## config.mk

```make
export PLATFORM = sky130hd
export DESIGN_NAME = vc_input_buffer_flat
export DESIGN_NICKNAME = d
export VERILOG_FILES = /design/src/rtl/noc_pkg.sv /design/src/rtl/vc_input_buffer_if.sv /design/src/rtl/vc_fifo.sv /design/src/rtl/vc_input_buffer.sv /design/src/flat_wrapper.sv
export SDC_FILE = /design/constraint.sdc
export NUM_CORES = 1
export LEC_CHECK = 0
export ABC_AREA = 1
export ABC_CLOCK_PERIOD_IN_PS = 4400
export CELL_PAD_IN_SITES_DETAIL_PLACEMENT = 0
export CELL_PAD_IN_SITES_GLOBAL_PLACEMENT = 1
export CORE_UTILIZATION = 40
export CTS_BUF_LIST = sky130_fd_sc_hd__clkbuf_8
export DETAILED_ROUTE_END_ITERATION = 10
export PLACE_DENSITY = 0.8
export SETUP_SLACK_MARGIN = 0.4
export SLEW_MARGIN = 20
export SYNTH_ARGS = -nofsm -noshare
export SYNTH_HDL_FRONTEND = slang
export SYNTH_SLANG_ARGS = --single-unit
```

## constraint.sdc

```tcl
create_clock -name clk -period 4.4 [get_ports clk]
set_input_delay 0.88 -clock clk [delete_from_list [all_inputs] [get_ports clk]]
set_output_delay 0.88 -clock clk [all_outputs]
set_load 0.01 [all_outputs]
```

## src/rtl/noc_pkg.sv

```systemverilog
// Shared NoC definitions for the virtual-channel input buffer:
// default widths and depths, plus the VC identifier type.
package noc_pkg;

  localparam int FLIT_W_DEF   = 8;
  localparam int NUM_VC       = 2;
  localparam int VC_DEPTH_DEF = 4;

  typedef enum logic {
    VC0 = 1'b0,
    VC1 = 1'b1
  } vc_id_t;

endpackage : noc_pkg

```

## src/rtl/vc_input_buffer_if.sv

```systemverilog
// Link-side and switch-side signals of the VC input buffer.
// The slave modport is the buffer; the master modport is the link/switch driver.
interface vc_input_buffer_if
  import noc_pkg::*;
#(
  parameter int FLIT_W = FLIT_W_DEF
);

  logic [FLIT_W-1:0] in_data;
  vc_id_t            in_vc;
  logic              in_valid;
  logic              out_ready;
  logic [NUM_VC-1:0] in_ready;
  logic [FLIT_W-1:0] vc0_data;
  logic [FLIT_W-1:0] vc1_data;
  logic              vc0_valid;
  logic              vc1_valid;
  logic [NUM_VC-1:0] credit_out;
  logic              overflow_err;

  modport slave (
    input  in_data, in_vc, in_valid, out_ready,
    output in_ready, vc0_data, vc1_data, vc0_valid, vc1_valid,
           credit_out, overflow_err
  );

  modport master (
    output in_data, in_vc, in_valid, out_ready,
    input  in_ready, vc0_data, vc1_data, vc0_valid, vc1_valid,
           credit_out, overflow_err
  );

endinterface : vc_input_buffer_if

```

## src/rtl/vc_fifo.sv

```systemverilog
// Single-VC circular FIFO: registered pointers and count, head always visible.
// A push on full or a pop on empty is ignored.
module vc_fifo
  import noc_pkg::*;
#(
  parameter int FLIT_W = FLIT_W_DEF,
  parameter int DEPTH  = VC_DEPTH_DEF,
  localparam int PTR_W = $clog2(DEPTH),
  localparam int CNT_W = PTR_W + 1
) (
  input  logic              clk,
  input  logic              reset,
  input  logic              push,
  input  logic [FLIT_W-1:0] push_data,
  input  logic              pop,
  output logic [FLIT_W-1:0] head,
  output logic              full,
  output logic              empty,
  output logic [CNT_W-1:0]  count
);

  logic [FLIT_W-1:0] mem [DEPTH];
  logic [PTR_W-1:0]  wr_ptr;
  logic [PTR_W-1:0]  rd_ptr;
  logic              do_push;
  logic              do_pop;

  assign full    = (count == CNT_W'(DEPTH));
  assign empty   = (count == '0);
  assign do_push = push && !full;
  assign do_pop  = pop && !empty;
  assign head    = mem[rd_ptr];

  // Pointers wrap naturally because DEPTH is a power of two.
  always_ff @(posedge clk) begin
    if (reset) begin
      wr_ptr <= '0;
      rd_ptr <= '0;
      count  <= '0;
    end else begin
      if (do_push) wr_ptr <= wr_ptr + PTR_W'(1);
      if (do_pop)  rd_ptr <= rd_ptr + PTR_W'(1);
      unique case ({do_push, do_pop})
        2'b10:   count <= count + CNT_W'(1);
        2'b01:   count <= count - CNT_W'(1);
        default: count <= count;
      endcase
    end
  end

  // NOTE: storage has no reset; only the pointers/count define validity,
  // which keeps the array a plain RAM with no reset fan-out.
  always_ff @(posedge clk) begin
    if (do_push) mem[wr_ptr] <= push_data;
  end

endmodule : vc_fifo

```

## src/rtl/vc_input_buffer.sv

```systemverilog
// Two-VC router input buffer: per-VC FIFOs, fixed VC0-over-VC1 pop priority,
// registered credit return and a sticky overflow flag.
module vc_input_buffer
  import noc_pkg::*;
#(
  parameter int FLIT_W   = FLIT_W_DEF,
  parameter int VC_DEPTH = VC_DEPTH_DEF
) (
  input  logic               clk,
  input  logic               reset,
  vc_input_buffer_if.slave   bus
);

  localparam int CNT_W = $clog2(VC_DEPTH) + 1;

  logic [NUM_VC-1:0] push;
  logic [NUM_VC-1:0] pop;
  logic [NUM_VC-1:0] full;
  logic [NUM_VC-1:0] empty;
  logic [CNT_W-1:0]  count0;
  logic [CNT_W-1:0]  count1;
  logic              drop;
  logic [NUM_VC-1:0] credit_q;
  logic              overflow_q;

  // Full comes from registered count, so a same-cycle pop never frees a slot
  // for the incoming flit.
  assign push[0] = bus.in_valid && (bus.in_vc == VC0) && !full[0];
  assign push[1] = bus.in_valid && (bus.in_vc == VC1) && !full[1];
  assign drop    = bus.in_valid && full[bus.in_vc];

  assign bus.vc0_valid = !empty[0] && bus.out_ready;
  assign bus.vc1_valid = !empty[1] && bus.out_ready;

  // The switch serves VC0 first; VC1 only moves when VC0 has nothing to offer.
  assign pop[0] = bus.vc0_valid;
  assign pop[1] = bus.vc1_valid && !bus.vc0_valid;

  assign bus.in_ready     = ~full;
  assign bus.credit_out   = credit_q;
  assign bus.overflow_err = overflow_q;

  vc_fifo #(.FLIT_W(FLIT_W), .DEPTH(VC_DEPTH)) u_fifo_vc0 (
    .clk       (clk),
    .reset     (reset),
    .push      (push[0]),
    .push_data (bus.in_data),
    .pop       (pop[0]),
    .head      (bus.vc0_data),
    .full      (full[0]),
    .empty     (empty[0]),
    .count     (count0)
  );

  vc_fifo #(.FLIT_W(FLIT_W), .DEPTH(VC_DEPTH)) u_fifo_vc1 (
    .clk       (clk),
    .reset     (reset),
    .push      (push[1]),
    .push_data (bus.in_data),
    .pop       (pop[1]),
    .head      (bus.vc1_data),
    .full      (full[1]),
    .empty     (empty[1]),
    .count     (count1)
  );

  // NOTE: sequential state uses non-blocking assignments so every register
  // samples pre-edge values regardless of block ordering.
  always_ff @(posedge clk) begin
    if (reset) begin
      credit_q   <= '0;
      overflow_q <= 1'b0;
    end else begin
      credit_q   <= pop;
      overflow_q <= overflow_q | drop;
    end
  end

endmodule : vc_input_buffer

```

## src/flat_wrapper.sv

```systemverilog
// flat-port wrapper written by rule: the top's interface ports become plain ports
module vc_input_buffer_flat import noc_pkg::*;
#(
  parameter int FLIT_W   = FLIT_W_DEF,
  parameter int VC_DEPTH = VC_DEPTH_DEF
)
  (clk, reset, bus_in_data, bus_in_vc, bus_in_valid, bus_out_ready, bus_in_ready, bus_vc0_data, bus_vc1_data, bus_vc0_valid, bus_vc1_valid, bus_credit_out, bus_overflow_err);
  vc_input_buffer_if #(.FLIT_W(FLIT_W)) bus_i ();
  input  logic clk;
  input  logic reset;
  input wire logic [$bits(bus_i.in_data)-1:0] bus_in_data;
  input wire logic [$bits(bus_i.in_vc)-1:0] bus_in_vc;
  input wire logic [$bits(bus_i.in_valid)-1:0] bus_in_valid;
  input wire logic [$bits(bus_i.out_ready)-1:0] bus_out_ready;
  output wire logic [$bits(bus_i.in_ready)-1:0] bus_in_ready;
  output wire logic [$bits(bus_i.vc0_data)-1:0] bus_vc0_data;
  output wire logic [$bits(bus_i.vc1_data)-1:0] bus_vc1_data;
  output wire logic [$bits(bus_i.vc0_valid)-1:0] bus_vc0_valid;
  output wire logic [$bits(bus_i.vc1_valid)-1:0] bus_vc1_valid;
  output wire logic [$bits(bus_i.credit_out)-1:0] bus_credit_out;
  output wire logic [$bits(bus_i.overflow_err)-1:0] bus_overflow_err;
  assign bus_i.in_data = bus_in_data;
  assign bus_i.in_vc = bus_in_vc;
  assign bus_i.in_valid = bus_in_valid;
  assign bus_i.out_ready = bus_out_ready;
  assign bus_in_ready = bus_i.in_ready;
  assign bus_vc0_data = bus_i.vc0_data;
  assign bus_vc1_data = bus_i.vc1_data;
  assign bus_vc0_valid = bus_i.vc0_valid;
  assign bus_vc1_valid = bus_i.vc1_valid;
  assign bus_credit_out = bus_i.credit_out;
  assign bus_overflow_err = bus_i.overflow_err;
  vc_input_buffer #(.FLIT_W(FLIT_W), .VC_DEPTH(VC_DEPTH)) u_core (.clk(clk), .reset(reset), .bus(bus_i));
endmodule
```

==> impl_metrics.tcl <==
set metrics [dict create \
    run_status "finished clean" \
    post-route-period-util_pct 70.74 \
    number_of_standard_cell_rows_in_the_floorplan 33 \
    post-synth-top-count-cell "sky130_fd_sc_hd__edfxtp_1" \
    critical_path_cell_list "clkdlybuf4s50_1 -> inv_2 -> a21oi_2 -> clkdlybuf4s50_1" \
    hold_class "register to register" \
    p_comb_share_pct 28.1 \
    syn-cell-area_um2 3527 \
    asyncSetResetFlopFracSynth_pct 0 \
    power_density_nw_per_um2 514.3 \
    final.setup.tns_ns 0 \
    layout-drive-gt1-share_pct 15.77 \
    cts.reportedPaths.clkPinSlew_ns 0.08 \
    largest_net_degree_at_the_start_of_global_routing 18 \
    groute.layer.met2.usage_pct 23.33 \
    drt_wl_cell_um 13.18 \
    mappedNetlistNets 316 \
    diodes 0 \
    required_ns 3.52 \
    drt_iter0_drc 101 \
    finalSetupViolCount 0 \
    post_layout_nonfiller_instances 441 \
    final-max-slew-violation-count 0 \
    gpl.final_weighted_congestion 0.7245 \
    max_freq_ghz 0.3213 \
    worstSkewPairLatency_ns 0.34 \
    globalRouteTotalUtil_pct 14.30 \
    timing.clock.skew_ns 0.004791 \
    io_pins 36 \
    critical_path_arrival_ns 2.23 \
    number_of_cells_on_the_worst_reg_to_reg_path 10 \
    switching_component_of_the_power_mw 0.6727 \
    nNetsFinal 357 \
    synth-main-ff-cell "sky130_fd_sc_hd__edfxtp_1" \
    place.port_buffers 35 \
    worst_setup_path_start_kind "input pin" \
    fin_crit_ns 3.113 \
    vdd_drop_max_mv 0.2813 \
    worst_hold_path.num_cells 2 \
    die_h_um 95.91 \
    cts_root_buffer "sky130_fd_sc_hd__clkbuf_8" \
    p_leak_nw 1.474 \
    synth.yosys.seq_area_share_pct 66.41 \
    global_route_wire_length_before_repair_mm 9.425 \
    vias_per_cell 4.782 \
    numPlacedInstances 426 \
    holdCritStartpoint "u_core.bus.overflow_err" \
    proportion_of_netlist_area_held_by_the_largest_area_contributor_pct 54.49 \
    p_int_mw 1.464 \
    cts_buffer_depth 2 \
    clock_sink_count 85 \
    initial_core_util_pct 42.08 \
    worst_path_max_delay_cell "sky130_fd_sc_hd__clkdlybuf4s50_1" \
    max_slew.worst_pin.slew_ns 0.7960 \
    dpl.hpwl_mm 3.828 \
    met1_usage_pct 17.36 \
    grt_overflow_total 0 \
    rsz0062_at_grt "false" \
    cpMostUsedCell "sky130_fd_sc_hd__clkdlybuf4s50_1" \
    synth_edf_count 64 \
    synthTopCellsByArea "sky130_fd_sc_hd__edfxtp_1, sky130_fd_sc_hd__dfxtp_1, sky130_fd_sc_hd__nor2_1" \
    post_cts_buffers 0 \
    critical_path.endpoint_type "output pin" \
    post-route-drc-count 0 \
    cts.repair.resized 0 \
    cts.hold.buffers_added 0 \
    worst_path_largest_cell_delay_ns 0.59 \
    cts_buffers 9 \
    path_max_fanout 4 \
    antenna_violations_before_repair 0 \
    syn-mean-instance-area_um2 12.12 \
    dr_total_vias 2109 \
    hold-path-endpoint "u_core.bus.overflow_err" \
    routed_wirelength_mm 5.813 \
    drt.antenna.violating_nets 0 \
    hold_viol_final 0 \
    floorplan.die_area_um2 9198 \
    synth.ff_latch_count 85 \
    core-area_um2 8382 \
    die_width_um 95.91 \
    cts_htree_levels 3 \
    globalRouteMet3Util_pct 4.107 \
    synth.cells.most_frequent "sky130_fd_sc_hd__edfxtp_1, sky130_fd_sc_hd__nor2_1, sky130_fd_sc_hd__o21ai_0" \
    rr_startpoint "u_core.u_fifo_vc1.count[0]" \
    cap_viol_max_count 0 \
    synth_top_area_cell "sky130_fd_sc_hd__edfxtp_1" \
    r2r-end "u_core.u_fifo_vc1.count[2]" \
    drtPass1Iterations 4 \
    power.share.sequential_pct 46.9 \
    slew_headroom_pct 46.74 \
    regToRegSetupSlack_ns 2.50 \
    synth_cells 291 \
    num-fill-cells 721 \
    switching_share_pct 31.48 \
    first_global_vias 1977 \
    synth.lib_cells_used.distinct 26 \
    yosys_synthesis_warning_count 0 \
    crit_type "input pin to output pin" \
    clock_tree_from_tritoncts "done" \
    top_usage_layer "met2" \
    area_growth_pct 17.77 \
    p_clk_share_pct 25.0 \
]
## final cells by class
| class | count | area, µm² | share of cell area, % |
|---|---|---|---|
| well taps | 105 | 131.4 | 3.163 |
| clock buffers | 9 | 123.9 | 2.982 |
| multi-input cells | 165 | 998.5 | 24.04 |
| flip-flops and latches | 85 | 2342 | 56.39 |
| inverters | 36 | 136.4 | 3.283 |
| clock inverters | 6 | 71.32 | 1.717 |
| repair buffers | 35 | 350.3 | 8.434 |
## layout by cell type, fill, tap and decap left out, drive strengths merged
cell type,Yosys,final
clkdlybuf4s50,0,35
o21ai,43,43
nand2,15,15
fa,2,2
inv,35,37
a21oi,12,12
bufinv,0,1
clkinv,1,2
o22ai,16,16
nand3,9,9
clkinvlp,0,2
dfxtp,21,21
edfxtp,64,64
nor3,1,1
ha,10,10
nor2,55,55
clkbuf,0,9
xor2,2,2
## power groups by stage
stage | sequential [mW] | clock [mW] | combinational (mW)
4_1_cts | 1.00 | 0.547 | 0.610
3_5_place_dp | 1.02 | 0 | 0.606
6_report | 1.00 | 0.534 | 0.600
5_1_grt | 1.02 | 0.577 | 0.672
2_1_floorplan | 0.993 | 0 | 0.403
3_3_place_gp | 1.02 | 0 | 0.599
## cell families after synthesis
logic type	Yosys count	synth area share [%]
DFF	85	66.41
adders and majority gates	12	4.683
xor gates and xnor gates	2	0.4967
and+or+nand+nor	80	11.85
AOI/OAI and AO/OA	71	11.28
buffers and inverters	41	5.285
## metrics by stage
step           hold WS [ns]  setup WS [ns]  cell area, µm²  util [%]  power [mW]
3_5_place_dp         0.4511          1.294            3959     47.23       1.627
3_3_place_gp         0.4432          1.298            3959     47.23       1.619
6_report             0.4583          1.287            4154     49.56       2.137
4_1_cts              0.4663          1.285            4154     49.56       2.160
2_1_floorplan        0.4602          2.253            3527         -       1.396
5_1_grt              0.4953          1.143            4154     49.56       2.264
## sequential cells by signal, indices dropped and copies added (netlist names), named ones only
register and count:
u_core.bus.credit_out 2, u_core.bus.overflow_err 1, u_core.u_fifo_vc0.count 3, u_core.u_fifo_vc0.mem 32
u_core.u_fifo_vc0.rd_ptr 2, u_core.u_fifo_vc0.wr_ptr 2, u_core.u_fifo_vc1.count 3, u_core.u_fifo_vc1.mem 32
u_core.u_fifo_vc1.rd_ptr 2, u_core.u_fifo_vc1.wr_ptr 2
## metal layers
metal | part of all wire, % | vias up | wire [µm]
li1 | - | 1090 | -
met1 | 46 | 953 | 2680
met2 | 47 | 54 | 2734
met3 | 4.7 | 12 | 274
met4 | 2.1 | 0 | 123
met5 | 0 | - | 0
## critical path, delay by kind of cell
family	cells	cell delay [ns]
compound gates	1	0.15
buf+inv	3	1.20
## worst max-delay path by stage
stage / startpoint / slack, ns / to
4_1_cts: bus_out_ready / 1.28 / bus_vc1_valid
3_5_place_dp: bus_out_ready / 1.29 / bus_vc1_valid
6_report: bus_out_ready / 1.29 / bus_vc1_valid
2_1_floorplan: bus_in_vc / 2.25 / u_core.u_fifo_vc0.count[2]
5_1_grt: register / 1.14 / bus_vc1_data[0]
3_3_place_gp: bus_out_ready / 1.30 / bus_vc1_valid
No activity file was read; power rests on OpenSTA's default activity.
